### src/rtl/multilevel_cache_ctrl_pkg.sv
// rtl/multilevel_cache_ctrl_pkg.sv - shared opcodes, level codes, FSM states and helpers
package multilevel_cache_ctrl_pkg;

    localparam logic [1:0] OP_NOP   = 2'b00;
    localparam logic [1:0] OP_READ  = 2'b01;
    localparam logic [1:0] OP_WRITE = 2'b10;
    localparam logic [1:0] OP_INVAL = 2'b11;

    localparam logic [1:0] LVL_MISS = 2'b00;
    localparam logic [1:0] LVL_L1   = 2'b01;
    localparam logic [1:0] LVL_L2   = 2'b10;

    typedef enum logic [2:0] {
        ST_IDLE,
        ST_L1_LK,
        ST_L2_LK,
        ST_SWAP,
        ST_ALLOC,
        ST_RESP
    } state_t;

    // Index width for an array of n lines; a single-line level still needs one bit.
    function automatic int idx_w(input int n);
        return (n > 1) ? $clog2(n) : 1;
    endfunction

endpackage

### src/rtl/multilevel_cache_ctrl_level.sv
// rtl/multilevel_cache_ctrl_level.sv - one fully associative cache level with match, victim select and write port
module cache_level
    import multilevel_cache_ctrl_pkg::*;
#(
    parameter int ENTRIES = 2,
    parameter int TAG_W   = 4,
    parameter int DATA_W  = 4,
    localparam int IDX_W  = idx_w(ENTRIES)
) (
    input  logic              clk,
    input  logic              rst,
    input  logic [TAG_W-1:0]  lookup_tag,
    output logic              hit,
    output logic [IDX_W-1:0]  hit_idx,
    output logic [DATA_W-1:0] hit_data,
    output logic [IDX_W-1:0]  victim_idx,
    output logic              victim_valid,
    output logic [TAG_W-1:0]  victim_tag,
    output logic [DATA_W-1:0] victim_data,
    input  logic              we,
    input  logic [IDX_W-1:0]  w_idx,
    input  logic [TAG_W-1:0]  w_tag,
    input  logic [DATA_W-1:0] w_data,
    input  logic              w_valid,
    input  logic              rr_adv
);

    logic [ENTRIES-1:0] valid;
    logic [TAG_W-1:0]   tags     [ENTRIES];
    logic [DATA_W-1:0]  data_arr [ENTRIES];
    logic [IDX_W-1:0]   rr;
    logic               free_found;

    // Tag match; exclusivity guarantees at most one line matches.
    always_comb begin
        hit     = 1'b0;
        hit_idx = '0;
        for (int i = 0; i < ENTRIES; i++) begin
            if (valid[i] && tags[i] == lookup_tag && !hit) begin
                hit     = 1'b1;
                hit_idx = IDX_W'(i);
            end
        end
    end

    // Victim: lowest-index free line, else the round-robin line.
    always_comb begin
        free_found = 1'b0;
        victim_idx = rr;
        for (int i = 0; i < ENTRIES; i++) begin
            if (!valid[i] && !free_found) begin
                free_found = 1'b1;
                victim_idx = IDX_W'(i);
            end
        end
    end

    assign hit_data     = data_arr[hit_idx];
    assign victim_valid = valid[victim_idx];
    assign victim_tag   = tags[victim_idx];
    assign victim_data  = data_arr[victim_idx];

    // Valid bits and rr pointer; reset invalidates the whole level.
    always_ff @(posedge clk or posedge rst) begin
        if (rst) begin
            valid <= '0;
            rr    <= '0;
        end else begin
            if (we)
                valid[w_idx] <= w_valid;
            if (rr_adv)
                rr <= (rr == IDX_W'(ENTRIES - 1)) ? '0 : rr + 1'b1;
        end
    end

    // Tag/data storage needs no reset since valid bits gate every use.
    always_ff @(posedge clk) begin
        if (we) begin
            tags[w_idx]     <= w_tag;
            data_arr[w_idx] <= w_data;
        end
    end

endmodule

### src/rtl/multilevel_cache_ctrl.sv
// rtl/multilevel_cache_ctrl.sv - two-level exclusive cache controller with request handshake and L2 eviction port
module multilevel_cache_ctrl
    import multilevel_cache_ctrl_pkg::*;
#(
    parameter int TAG_W      = 4,
    parameter int DATA_W     = 4,
    parameter int OPCODE_W   = 2,
    parameter int L1_ENTRIES = 2,
    parameter int L2_ENTRIES = 16
) (
    input  logic                             clk,
    input  logic                             rst,
    input  logic                             req_valid,
    output logic                             req_ready,
    input  logic [OPCODE_W+TAG_W+DATA_W-1:0] req_vector,
    output logic                             resp_valid,
    output logic [DATA_W-1:0]                resp_data,
    output logic [1:0]                       resp_level,
    output logic                             evict_valid,
    output logic [TAG_W-1:0]                 evict_tag,
    output logic [DATA_W-1:0]                evict_data
);

    localparam int I1 = idx_w(L1_ENTRIES);
    localparam int I2 = idx_w(L2_ENTRIES);

    state_t state, next;
    logic [OPCODE_W-1:0] op_q;
    logic [TAG_W-1:0]    tag_q, etag_q;
    logic [DATA_W-1:0]   data_q, rdata_q, edata_q;
    logic [1:0]          level_q;
    logic                evict_q;

    logic              l1_hit, l1_vvalid, l1_we, l1_wvalid, l1_adv;
    logic [I1-1:0]     l1_hidx, l1_vidx, l1_widx;
    logic [DATA_W-1:0] l1_hdata, l1_vdata, l1_wdata;
    logic [TAG_W-1:0]  l1_vtag, l1_wtag;
    logic              l2_hit, l2_vvalid, l2_we, l2_wvalid, l2_adv;
    logic [I2-1:0]     l2_hidx, l2_vidx, l2_widx;
    logic [DATA_W-1:0] l2_hdata, l2_vdata, l2_wdata;
    logic [TAG_W-1:0]  l2_vtag, l2_wtag;

    cache_level #(.ENTRIES(L1_ENTRIES), .TAG_W(TAG_W), .DATA_W(DATA_W)) u_l1 (
        .clk(clk), .rst(rst), .lookup_tag(tag_q),
        .hit(l1_hit), .hit_idx(l1_hidx), .hit_data(l1_hdata),
        .victim_idx(l1_vidx), .victim_valid(l1_vvalid), .victim_tag(l1_vtag), .victim_data(l1_vdata),
        .we(l1_we), .w_idx(l1_widx), .w_tag(l1_wtag), .w_data(l1_wdata), .w_valid(l1_wvalid),
        .rr_adv(l1_adv)
    );

    cache_level #(.ENTRIES(L2_ENTRIES), .TAG_W(TAG_W), .DATA_W(DATA_W)) u_l2 (
        .clk(clk), .rst(rst), .lookup_tag(tag_q),
        .hit(l2_hit), .hit_idx(l2_hidx), .hit_data(l2_hdata),
        .victim_idx(l2_vidx), .victim_valid(l2_vvalid), .victim_tag(l2_vtag), .victim_data(l2_vdata),
        .we(l2_we), .w_idx(l2_widx), .w_tag(l2_wtag), .w_data(l2_wdata), .w_valid(l2_wvalid),
        .rr_adv(l2_adv)
    );

    // State register; reset aborts any operation in flight.
    always_ff @(posedge clk or posedge rst) begin
        if (rst) state <= ST_IDLE;
        else     state <= next;
    end

    // Next state and array write controls; all line moves land on the SWAP/ALLOC edge.
    always_comb begin
        next      = state;
        l1_we     = 1'b0;
        l1_widx   = l1_vidx;
        l1_wtag   = tag_q;
        l1_wdata  = data_q;
        l1_wvalid = 1'b1;
        l1_adv    = 1'b0;
        l2_we     = 1'b0;
        l2_widx   = l2_vidx;
        l2_wtag   = l1_vtag;
        l2_wdata  = l1_vdata;
        l2_wvalid = l1_vvalid;
        l2_adv    = 1'b0;
        case (state)
            ST_IDLE: if (req_valid) next = ST_L1_LK;
            ST_L1_LK: begin
                if (op_q == OP_NOP) begin
                    next = ST_RESP;
                end else if (l1_hit) begin
                    next      = ST_RESP;
                    l1_widx   = l1_hidx;
                    l1_we     = (op_q == OP_WRITE) || (op_q == OP_INVAL);
                    l1_wvalid = (op_q == OP_WRITE);
                end else begin
                    next = ST_L2_LK;
                end
            end
            ST_L2_LK: next = l2_hit ? ST_SWAP : ST_ALLOC;
            ST_SWAP: begin
                next    = ST_RESP;
                l2_we   = 1'b1;
                l2_widx = l2_hidx;
                if (op_q == OP_INVAL) begin
                    l2_wvalid = 1'b0;
                end else begin
                    // The freed L2 slot takes the L1 victim, so L2 never evicts here.
                    l1_we    = 1'b1;
                    l1_wdata = (op_q == OP_READ) ? l2_hdata : data_q;
                    l1_adv   = l1_vvalid;
                end
            end
            ST_ALLOC: begin
                next = ST_RESP;
                if (op_q == OP_WRITE) begin
                    l1_we  = 1'b1;
                    l1_adv = l1_vvalid;
                    l2_we  = l1_vvalid;
                    l2_adv = l1_vvalid && l2_vvalid;
                end
            end
            ST_RESP: next = ST_IDLE;
            default: next = ST_IDLE;
        endcase
    end

    // Request capture and response/eviction holding registers.
    always_ff @(posedge clk or posedge rst) begin
        if (rst) begin
            op_q    <= '0;
            tag_q   <= '0;
            data_q  <= '0;
            rdata_q <= '0;
            level_q <= LVL_MISS;
            evict_q <= 1'b0;
            etag_q  <= '0;
            edata_q <= '0;
        end else begin
            case (state)
                ST_IDLE: if (req_valid) begin
                    op_q    <= req_vector[OPCODE_W+TAG_W+DATA_W-1 -: OPCODE_W];
                    tag_q   <= req_vector[TAG_W+DATA_W-1 -: TAG_W];
                    data_q  <= req_vector[DATA_W-1:0];
                    rdata_q <= '0;
                    level_q <= LVL_MISS;
                    evict_q <= 1'b0;
                end
                ST_L1_LK: if (op_q != OP_NOP && l1_hit) begin
                    level_q <= LVL_L1;
                    if (op_q == OP_READ) rdata_q <= l1_hdata;
                end
                ST_SWAP: begin
                    level_q <= LVL_L2;
                    if (op_q == OP_READ) rdata_q <= l2_hdata;
                end
                ST_ALLOC: if (op_q == OP_WRITE && l1_vvalid && l2_vvalid) begin
                    evict_q <= 1'b1;
                    etag_q  <= l2_vtag;
                    edata_q <= l2_vdata;
                end
                default: ;
            endcase
        end
    end

    assign req_ready   = (state == ST_IDLE);
    assign resp_valid  = (state == ST_RESP);
    assign resp_data   = resp_valid ? rdata_q : '0;
    assign resp_level  = resp_valid ? level_q : LVL_MISS;
    assign evict_valid = resp_valid && evict_q;
    assign evict_tag   = evict_valid ? etag_q : '0;
    assign evict_data  = evict_valid ? edata_q : '0;

endmodule

### config.mk
export PLATFORM = sky130hd
export DESIGN_NAME = multilevel_cache_ctrl
export DESIGN_NICKNAME = d
export VERILOG_FILES = /design/src/rtl/multilevel_cache_ctrl_pkg.sv /design/src/rtl/multilevel_cache_ctrl_level.sv /design/src/rtl/multilevel_cache_ctrl.sv
export SDC_FILE = /design/constraint.sdc
export NUM_CORES = 1
export LEC_CHECK = 0
export CORE_UTILIZATION = 25
export DETAILED_ROUTE_END_ITERATION = 10
export PLACE_DENSITY_LB_ADDON = 0.25
export SYNTH_ARGS = -nofsm -noshare
export SYNTH_HDL_FRONTEND = slang
export SYNTH_SLANG_ARGS = --single-unit
### constraint.sdc
create_clock -name clk -period 3.04 [get_ports clk]
set_input_delay 0.608 -clock clk [delete_from_list [all_inputs] [get_ports clk]]
set_output_delay 0.608 -clock clk [all_outputs]
set_load 0.02 [all_outputs]
**Yosys cells after proc, flatten, opt, wreduce, memory -nomap -nowiden**

Memories as Yosys holds them, arrays and structs flattened. A register that Yosys moved wholly into a read port is not among the register bits.
Index checks and enable logic that the tools add are counted.

- Add/subtract/negate cells: 2
- Order comparisons: 6
- Equality and inequality tests: 32
- Mux-type cells: 125
- Reductions and logical operators: 115

Operators by type and width:

| cell | number |
|---|---|
| 2-to-1 mux 4 bit | 42 |
| == test 4 bit | 18 |
| 2-to-1 mux 1 bit | 64 |
| logical AND 1 bit | 57 |
| zero test 1 bit | 46 |
| bitwise mux 16 bit | 1 |
| 2-to-1 mux 3 bit | 4 |
| one-hot mux 3 bit (4 select lines) | 1 |
| one-hot mux 4 bit (3 select lines) | 1 |
| < comparator 4 x 5 -> 1 bit (second input constant) | 2 |
| != test 2 bit (second input constant) | 5 |
| == test 3 x 2 -> 1 bit (second input constant) | 2 |
| == test 3 bit (second input constant) | 2 |
| 2-to-1 mux 2 bit | 3 |
| one-hot mux 1 bit (2 select lines) | 3 |
| one-hot mux 2 bit (3 select lines) | 1 |
| AND reduction 3 bit | 2 |
| AND reduction 5 bit | 1 |
| adder 4 x 1 -> 4 bit (second input constant) | 1 |
| binary-select mux 1 bit (select 4 bit) | 1 |
| demux 1 bit (select 4 bit) | 1 |
| == test 2 bit (second input constant) | 2 |
| == test 4 bit (second input constant) | 1 |
| greater-or-equal comparator 4 x 1 -> 1 bit (second input constant) | 1 |
| other kinds (15) | 18 |

- Flip-flop bits (word level): 43
- RAM bits: 144
- Bits of input ports: 13
- Output and inout bits: 17
- Word-level logic and storage cells: 295
- Memories: 4

Memory list:

| memory | words | bits a word | rd ports | clocked after memory_dff | wr ports | line | text |
|---|---|---|---|---|---|---|---|
| u_l2.data_arr | 16 | 4 | 2 | 1 | 1 | multilevel_cache_ctrl_level.sv:30 | `logic [DATA_W-1:0] data_arr [ENTRIES];` |
| u_l2.tags | 16 | 4 | 17 | 1 | 1 | multilevel_cache_ctrl_level.sv:29 | `logic [TAG_W-1:0] tags [ENTRIES];` |
| u_l1.data_arr | 2 | 4 | 2 | 0 | 1 | multilevel_cache_ctrl_level.sv:30 |  |
| u_l1.tags | 2 | 4 | 3 | 0 | 1 | multilevel_cache_ctrl_level.sv:29 |  |

**Longest topological paths before layout**

Gate-level depths: netlist (run 1).
An unclocked memory read counts as a cell.

- Word-level depth: 55
- Depth in mapped cells: 14
- Mapped depth without buffers: 10

**Modules after synthesis**

Synthesis (run 1) repeated with hierarchy kept, for this count alone.

- Cell total of the unflattened synthesis: 836
- Area, all modules: 10339.9 um^2

By module, submodules not included:

| module | instances | cells an instance | area each (um^2) | sequential area each (um^2) |
|---|---|---|---|---|
| cache_level (u_l2) | 1 | 599 | 7896.3 | 4344.2 |
| multilevel_cache_ctrl | 1 | 163 | 1565.3 | 700.7 |
| cache_level (u_l1) | 1 | 74 | 878.3 | 555.5 |

**Worst setup path before layout (run 1)**

Ideal clock, no wire load.

- Path kind: register to register
- Start point: reg tag_q[3] (netlist: l1_wtag[3])
- End point: reg u_l2.valid[10]
- Library setup time: 0.125 ns
- Arrival: 3.078 ns
- Required time: 2.915 ns
- Slack: -0.163 ns
- Cell stages (with the launch flop): 15
- Buffers on the path: 4
- Period minus slack after synthesis: 3.203 ns
- Cells stage by stage: dfrtp_1 > buf_6 > buf_4 > xor2_1 > nor2_1 > and4_1 > nor4_4 > o21ai_4 > and2_4 > buf_8 > buf_8 > a21boi_1 > nand2_1 > nor2_1 > mux2_2

- Cells in the longest elaborated chain, start to end: 54
- Elaborated cells between the ends (all ways): 99
- Those cells by class: order compare (2); eq/ne (16); mux (34); reduce/logical (47)

Ends and longest elaborated chain:

| element | line | text |
|---|---|---|
| from (decl) | multilevel_cache_ctrl.sv:29 | `logic [TAG_W-1:0] tag_q, etag_q;` |
| from (signal assigned) | multilevel_cache_ctrl.sv:137 | `tag_q <= req_vector[TAG_W+DATA_W-1 -: TAG_W];` |
| == test 4 bit | multilevel_cache_ctrl_level.sv:39 | `if (valid[i] && tags[i] == lookup_tag && !hit) begin` |
| logical AND 1 bit | multilevel_cache_ctrl_level.sv:39 |  |
| 2-to-1 mux 1 bit | multilevel_cache_ctrl_level.sv:39 |  |
| zero test 1 bit | multilevel_cache_ctrl_level.sv:39 |  |
| logical AND 1 bit | multilevel_cache_ctrl_level.sv:39 |  |
| 2-to-1 mux 1 bit | multilevel_cache_ctrl_level.sv:39 |  |
| zero test 1 bit | multilevel_cache_ctrl_level.sv:39 |  |
| logical AND 1 bit | multilevel_cache_ctrl_level.sv:39 |  |
| [38 not listed] | - |  |
| logical AND 1 bit | multilevel_cache_ctrl_level.sv:39 |  |
| 2-to-1 mux 4 bit * | multilevel_cache_ctrl_level.sv:39 |  |
| 2-to-1 mux 4 bit * | multilevel_cache_ctrl.sv:80 | `case (state)` |
| < comparator 4 x 5 -> 1 bit (not written as such) or greater-or-equal comparator 4 x 1 -> 1 bit (tied branches) | multilevel_cache_ctrl_level.sv:70 | `valid[w_idx] <= w_valid;` |
| logical AND 1 bit (not written as such) | multilevel_cache_ctrl_level.sv:70 |  |
| 2-to-1 mux 1 bit (not written as such) | multilevel_cache_ctrl_level.sv:70 |  |
| demux 1 bit (select 4 bit) * | - |  |
| bitwise mux 16 bit * | multilevel_cache_ctrl_level.sv:70 |  |
| to (signal, indexed assignment) | multilevel_cache_ctrl_level.sv:70 |  |
| to (decl) | multilevel_cache_ctrl_level.sv:28 | `logic [ENTRIES-1:0] valid;` |

Mark *: on every way between the ends. The rest lies on a longest branch, timed or not.
A chain may end at the register's enable or synchronous reset.

**Worst setup path after layout (run 1)**

- Start point: reg tag_q[1] (netlist: l1_wtag[1])
- End point: mem u_l1.data_arr[0][3], data pin

- Cells in the longest elaborated chain, start to end: 52
- Elaborated cells between the ends (all ways): 96
- Those cells by class: eq/ne (16); mux (33); reduce/logical (46); memory (1)

Ends and longest elaborated chain:

| element | line | text |
|---|---|---|
| == test 4 bit | multilevel_cache_ctrl_level.sv:39 |  |
| logical AND 1 bit | multilevel_cache_ctrl_level.sv:39 |  |
| 2-to-1 mux 1 bit | multilevel_cache_ctrl_level.sv:39 |  |
| zero test 1 bit | multilevel_cache_ctrl_level.sv:39 |  |
| logical AND 1 bit | multilevel_cache_ctrl_level.sv:39 |  |
| 2-to-1 mux 1 bit | multilevel_cache_ctrl_level.sv:39 |  |
| zero test 1 bit | multilevel_cache_ctrl_level.sv:39 |  |
| logical AND 1 bit | multilevel_cache_ctrl_level.sv:39 |  |
| [37 not listed] | - |  |
| zero test 1 bit | multilevel_cache_ctrl_level.sv:39 |  |
| logical AND 1 bit | multilevel_cache_ctrl_level.sv:39 |  |
| 2-to-1 mux 4 bit * | multilevel_cache_ctrl_level.sv:39 |  |
| memory (16 x 4 bit) * | - |  |
| 2-to-1 mux 4 bit * | multilevel_cache_ctrl.sv:104 | `l1_wdata = (op_q == OP_READ) ? l2_hdata : data_q;` |
| 2-to-1 mux 4 bit * | multilevel_cache_ctrl.sv:99 | `if (op_q == OP_INVAL) begin` |
| 2-to-1 mux 4 bit * | multilevel_cache_ctrl.sv:80 |  |
| net l1_wdata[3] | multilevel_cache_ctrl.sv:36 | `logic [DATA_W-1:0] l1_hdata, l1_vdata, l1_wdata;` |
| to (decl) | multilevel_cache_ctrl_level.sv:30 |  |

The timed path passes the listed nets; every way through them passes the cells marked *.

==> metrics, run 1 <==
Leakage around 0.005 uW; post-synth cell types 65; Slowest-stage cell, CP dfrtp_2; post-route cell area about 13000 um^2; Area growth syn-to-layout 32.8%; Critical Path RT 3240 ps; port bufs 29; Top FF cell, synth edfxtp_1; hold endpoint level_q[0]$_DFFE_PP0P_; Initial Util between 20% and 30%; DRT Wirelength approximately 31000 um; Crit path arrival time between 3000 and 4000 ps; RSZ-0062 raised after global routing yes; register cell area after layout between 5000 and 6000 um^2; Tcrit/Tclk final 106%; Fillers about 3800; worst min path class reg2reg; CP Launch Type register; mean post-synth cell area about 12 um^2; nets 1002; failing checks negative setup slack; Synth Net Count approximately 840; share of post-route cells with drive strength above 1 ~33%; Post-DRT Antenna Nets 0; initial drt markers 750; Max Slew Vio Count 0; Hold Violations, Final 0; Hold Startpoint level_q[0]$_DFFE_PP0P_; gr ovfl total 0; antenna diode count 0; Synth Instances just over 800; Vias between 7000 and 8000; Post-DP Area roughly 12000 um^2; clock skew roughly 16 ps; CTS root buf clkbuf_16; Num CTS Buffers 17; first-pass GRT wire length between 40000 and 50000 um; sequential cell area fraction in the yosys report between 50% and 60%; setup TNS -4200 ps; Clk pin slew, worst setup/hold paths 80 ps; area occupied by multi-input gates around 4600 um^2; CTS H-tree depth 4; #FFs+latches synth about 200; pwr/cell area 714 nW/um^2; Syn. warnings 0; crit path cell chain buf_6, xnor2_2, nand2_1, nor4_2, buf_4, nor2b_1, o311ai_1, o211ai_1, buf_4, buf_6, buf_6, nor2_4, a32oi_1, a21oi_1, buf_4, o21ai_2; final setup vio count 90; max-cap viol count 0; Chip Width between 200 and 250 um; r2r endpoint u_l1.data_arr[0][3]$_DFFE_PP_; # rows between 70 and 80; count leader, synth edfxtp_1; Max Root-Sink Buffers 2; WHS Path Cells 2; top post-synthesis cells by count edfxtp_1 (144), nand2_1 (83), nor2_1 (53), dfrtp_1 (51), xor2_1 (50); Vias/cell 4.85; gpl congestion a little under 0.9; GRT Util Overall between 15 and 20%; area share of the largest cell type after synthesis between 40% and 50%; Peak VDD IR 367 uV; outcome complete, but fails checks; Syn Std Cell Area roughly 10000 um^2; DR DRC count 0; async set-reset flop share out of synthesis 26.2%; vias in the first global route 7479; critical path peak fanout 6; Layout Utilization approximately a third; initial antenna violation count 0; Sink Count approximately 200; FF-to-FF Start l1_wtag[1]$_DFFE_PP0P_; Worst-Margin Slew slightly above 1000 ps; DIE AREA between 40000 and 50000 um^2; WL per Instance 20.5 um; core area approximately 40000 um^2; Max-slew headroom between 30% and 40%; EDFF count, synth approximately 140; Yosys top cell by area edfxtp_1; CTS tree done; worst reg2reg setup slack -170 ps; IO Count 30; DRT Pass-1 Iters 5; CP Class reg2reg; CP peak stage delay approximately 490 ps; crit path time final about 3200 ps; Synth area leaders edfxtp_1 (43%), dfrtp_1 (13%), mux2i_1 (4.4%); endpoint class of the critical path register; fmax approximately 310 MHz; Chip Height slightly above 200 um; Detail Placement HPWL about 23000 um; clk_lat worst skew around 440 ps; largest net degree at the start of global routing 32; r2r worst-path depth 16; final setup margin -172 ps
cell type report:
type	count	share of cell area, %
Tap cell	518	4.88
Sequential cell	195	42.2
Timing Repair Buffer	190	13.4
Inverter	14	0.396
Clock inverter	11	0.688
Multi-Input combinational cell	570	34.8
Clock buffer	20	3.53
logic make-up after synthesis:
family	Yosys count	share of synthesized area, %
buf+inv	56	2.87
xor+xnor	71	6.22
compound gates	148	10.2
simple gates	253	12.6
flops	195	56.1
mux	97	12.0
fa+ha+maj	1	0.125
placed cells by master (no fill, tap or decap), drive strengths merged, types with 8 or more instances in the layout:
master,n
a211oi,17
a21boi,11
a21oi,25
a311o,8
a31oi,10
a32oi,10
and2,19
and3,14
buf,160
clkbuf,21
clkdlybuf4s50,29
dfrtp,51
edfxtp,144
inv,20
mux2,39
mux2i,44
mux4,14
nand2,84
nand3,21
nand4,8
nor2,53
nor3,24
nor4,9
o21ai,26
o22ai,16
xnor2,21
xor2,50
sequential cells by signal, indices dropped and copies added (netlist names):
signal	cells
edata_q	4
u_l2.data_arr	64
state	3
u_l1.valid	2
u_l1.tags	8
rdata_q	4
u_l2.tags	64
u_l2.rr	4
u_l1.data_arr	8
data_q	4
u_l1.rr	1
op_q	2
level_q	2
l1_wtag	4
evict_q	1
etag_q	4
u_l2.valid	16
critical path: cells and delay by family (launching register included):
family                 cells  cell delay (ps)
AO/OA/AOI/OAI              5              830
XOR/XNOR                   1              110
buffers and inverters      6              910
flip-flops                 1              490
AND/OR/NAND/NOR            4              630
repair_timing:
action / 4_1_cts / 5_1_grt
hold buffers: 0 / 0
setup endpoints to repair: 167 / 195
pin swaps: 17 / 25
gates cloned: 1 / 1
resized for setup: 77 / 54
buffers inserted: 9 / 8
through the flow:
stage | setup slack, ps | power (uW) | hold slack (ps) | std cells
after floorplan | -116 | 5620 | 439 | 821
after detailed placement | -408 | 6900 | 461 | 1468
after global placement | -373 | 6920 | 456 | 1468
after global routing | -259 | 9920 | 492 | 1518
final | -172 | 9470 | 477 | 1518
after CTS | -85.2 | 9320 | 478 | 1509
worst max-delay path by stage:
stage,slack [ps],end,from,cells after the start
floorplan,-120,u_l2.valid[12]$_DFFE_PP0P_,l1_wtag[2]$_DFFE_PP0P_,11
global placement,-370,u_l2.data_arr[9][2]$_DFFE_PP_,l1_wtag[1]$_DFFE_PP0P_,12
detailed placement,-410,u_l2.data_arr[8][3]$_DFFE_PP_,l1_wtag[1]$_DFFE_PP0P_,13
CTS,-90,u_l1.data_arr[0][3]$_DFFE_PP_,l1_wtag[1]$_DFFE_PP0P_,12
global route,-260,u_l1.data_arr[0][3]$_DFFE_PP_,l1_wtag[1]$_DFFE_PP0P_,16
finish,-170,u_l1.data_arr[0][3]$_DFFE_PP_,l1_wtag[1]$_DFFE_PP0P_,16
report_power, final:
part	switching [uW]	internal [uW]	total [uW]	leakage [uW]
Clock	1060	1130	2190	0.000269
Sequential	191	3430	3630	0.00197
Combinational	2100	1550	3650	0.00277
routing by layer:
metal / GRT usage, % / vias up / wire length, um
met1: 21.4 / 3725 / 14600
li1: - / 3416 / -
met4: 3.57 / 0 / 393
met2: 25.7 / 194 / 14900
met5: 0 / - / 0
met3: 2.19 / 26 / 1200
No activity file was read; power rests on OpenSTA's default activity.
==> run 2, diff against run 1 <==
- CORE_UTILIZATION: 25 -> 35
==> run 2 against run 1 <==
Against the previous run:
- the run still ends with negative setup slack left
- cell count fell by 8.6%
- sequential cell count did not move
- fmax rose by 1.6%
- sequential power barely moved
- routed wire length fell by 2.7%
- critical path depth fell by 2
==> metrics, run 2 (same netlist as run 1, synthesis figures left out) <==
outcome complete, but fails checks (unchanged); failing checks negative setup slack (unchanged); r2r endpoint u_l1.data_arr[0][3]$_DFFE_PP_ (unchanged); CTS root buf clkbuf_16 (unchanged); grt met1 use 29.1% (was 21.4%); Clk pin slew, worst setup/hold paths 80 ps (about the same); Area growth syn-to-layout 32.5% (was 32.8%); critical path peak fanout 6 (unchanged); Initial Util 35.8% (was 25.6%); crit path time final 3160 ps (was 3210 ps); Max-slew headroom 33.6% (was 30.7%); share of post-route cells with drive strength above 1 34.6% (was 32.6%); Chip Height 171 um (was 202 um); post-route cell area 13200 um^2 (was 13300 um^2); gpl congestion 0.946 (was 0.876); CP peak stage delay 450 ps (was 490 ps); FF-to-FF Start l1_wtag[1]$_DFFE_PP0P_ (unchanged); WHS Path Cells 1 (was 2); DRT Pass-1 Iters 6 (was 5); largest net degree at the start of global routing 27 (was 32); first-pass GRT wire length 44300 um (was 47300 um); hold endpoint u_l1.rr$_DFFE_PP0P_ (was level_q[0]$_DFFE_PP0P_); # rows 61 (was 72); Num CTS Buffers 17 (unchanged); port bufs 29 (unchanged); Top Registers u_l2.data_arr (64), u_l2.tags (64), u_l2.valid (16) (unchanged); final setup vio count 61 (was 90); Critical Path RT 3320 ps (was 3240 ps); Crit. path cell count 14 (was 16); core area 27900 um^2 (was 39000 um^2); Tcrit/Tclk final 104% (was 106%); Hold Violations, Final 0 (unchanged); Hold Buf Count CTS 0 (unchanged); Leakage 0.00508 uW (was 0.00500 uW); CP most frequent cell buf_6; CP Launch Type register (unchanged); final setup margin -120 ps (was -172 ps); CP Class reg2reg (unchanged); Layout Utilization 47.4% (was 34.0%); initial drt markers 743 (was 750); antenna diode count 0 (unchanged); most common cell after layout, fill and taps aside edfxtp_1 (unchanged); IO Count 30 (unchanged); gr ovfl total 0 (unchanged); GR Layer Usage met2 33.0% (was 25.7%); CP top delay family compound AO/OA/AOI/OAI gates (was buffers and inverters); Sink Count 195 (unchanged); clock skew 14.3 ps (was 16.0 ps); Detail Placement HPWL 21600 um (was 23000 um); r2r worst-path depth 14 (was 16); vias in the first global route 7319 (was 7479); fmax 316 MHz (was 311 MHz); worst min path class reg2reg (unchanged); DIE AREA 29200 um^2 (was 40800 um^2); Max Slew Vio Count 0 (unchanged); DR DRC count 0 (unchanged); Hold Startpoint u_l1.rr$_DFFE_PP0P_ (was level_q[0]$_DFFE_PP0P_); Peak VDD IR 404 uV (was 367 uV); Chip Width 171 um (was 202 um); WL per Instance 21.8 um (was 20.5 um); Setup crit start l1_wtag[1]$_DFFE_PP0P_ (unchanged); max-cap viol count 0 (unchanged); Post-DP Area 11800 um^2 (was 12000 um^2); Worst-Margin Slew 993 ps (was 1040 ps); nets 1011 (was 1002); Max Root-Sink Buffers 2 (unchanged); Buffers & Inverters on Critical Path 4 (was 6); CTS tree done (unchanged); RSZ-0062 raised after global routing yes (unchanged); initial antenna violation count 1 (was 0); Vias 7526 (was 7361); met3 Use GR 2.66% (was 2.19%); Vias/cell 5.42 (was 4.85); pwr/cell area 711 nW/um^2 (was 714 nW/um^2); GRT Util Overall 20.8% (was 15.5%); clk_lat worst skew 440 ps (about the same); endpoint class of the critical path register (unchanged); CTS H-tree depth 4 (unchanged); crit path cell chain buf_6, xor2_1, nor3_2, nand3_1, buf_6, nor4b_2, buf_4, o21ai_4, and2_4, buf_6, a211oi_1, a311o_1, a31o_1, o21ai_1 (was buf_6, xnor2_2, nand2_1, nor4_2, buf_4, nor2b_1, o311ai_1, o211ai_1, buf_4, buf_6, buf_6, nor2_4, a32oi_1, a21oi_1, buf_4, o21ai_2); Slowest-stage cell, CP dfrtp_2 (unchanged); worst reg2reg setup slack -120 ps (was -170 ps); Crit path arrival time 3440 ps (was 3410 ps); busiest grt layer met2 (unchanged); DRT Wirelength 30300 um (was 31100 um); most frequent cells in the layout edfxtp_1 (144), buf_4 (130), nand2_1 (77) (was edfxtp_1 (144), buf_4 (128), nand2_1 (76)); Post-DRT Antenna Nets 0 (unchanged)
run 2: changes by cell type in the layout (fill, tap and decap cells not counted), moves of 3 or more:
cell      previous run  this run
xor2_1              46        39
clkinv_8             0         4
nor3_2              10         7
a21oi_1             21        18
nor4_2               1         5
a21oi_2              2         5
buf_6               15        22
xor2_2               2        11
mux2i_1             44        41
run 2: power by group:
group          internal [uW]  leakage (uW)  total, uW  switching (uW)
Sequential              3430       0.00197       3630             195
Clock                   1110      0.000283       2250            1150
Combinational           1490       0.00283       3540            2040
run 2: how the worst max path moves through the flow:
stage / endpoint / slack (ps)
after CTS: u_l1.data_arr[0][0]$_DFFE_PP_ / -30
after global placement: u_l2.data_arr[8][2]$_DFFE_PP_ / -230
after global routing: u_l2.valid[7]$_DFFE_PP0P_ / -190
after floorplan: u_l2.valid[12]$_DFFE_PP0P_ / -120
after detailed placement: u_l2.valid[6]$_DFFE_PP0P_ / -230
final: u_l1.data_arr[0][3]$_DFFE_PP_ / -120
run 2: cell type report:
| type | count | area [um^2] |
|---|---|---|
| clock inverter | 14 | 159 |
| tap | 378 | 473 |
| timing repair buffer | 199 | 1860 |
| inverter | 14 | 52.6 |
| clock buffer | 18 | 429 |
| fill | 2504 | 14700 |
| multi-input combinational | 570 | 4660 |
| sequential | 195 | 5600 |
run 2: timing repair:
item                                    4_1_cts  5_1_grt
endpoints found under the setup margin      144      185
pin swaps                                    16       21
resized for setup                            57       94
hold endpoints to repair                      0        0
gates cloned                                  1        1
setup buffers                                13       15
run 2: per-stage QoR:
stage	setup slack, ps	TNS [ps]	power (uW)	std cells	hold WS [ps]
2_1_floorplan	-116	-1450	5620	821	439
3_3_place_gp	-229	-15680	6810	1328	454
3_5_place_dp	-231	-15380	6830	1328	457
4_1_cts	-30.2	-187	9220	1374	476
5_1_grt	-194	-13390	9800	1388	478
6_report	-120	-2390	9420	1388	472
run 2: metal layers:
metal	share of wire, %	wire length, um
met1	44	13400
met2	48	14500
met3	5.6	1690
met4	2.2	655
met5	0	0
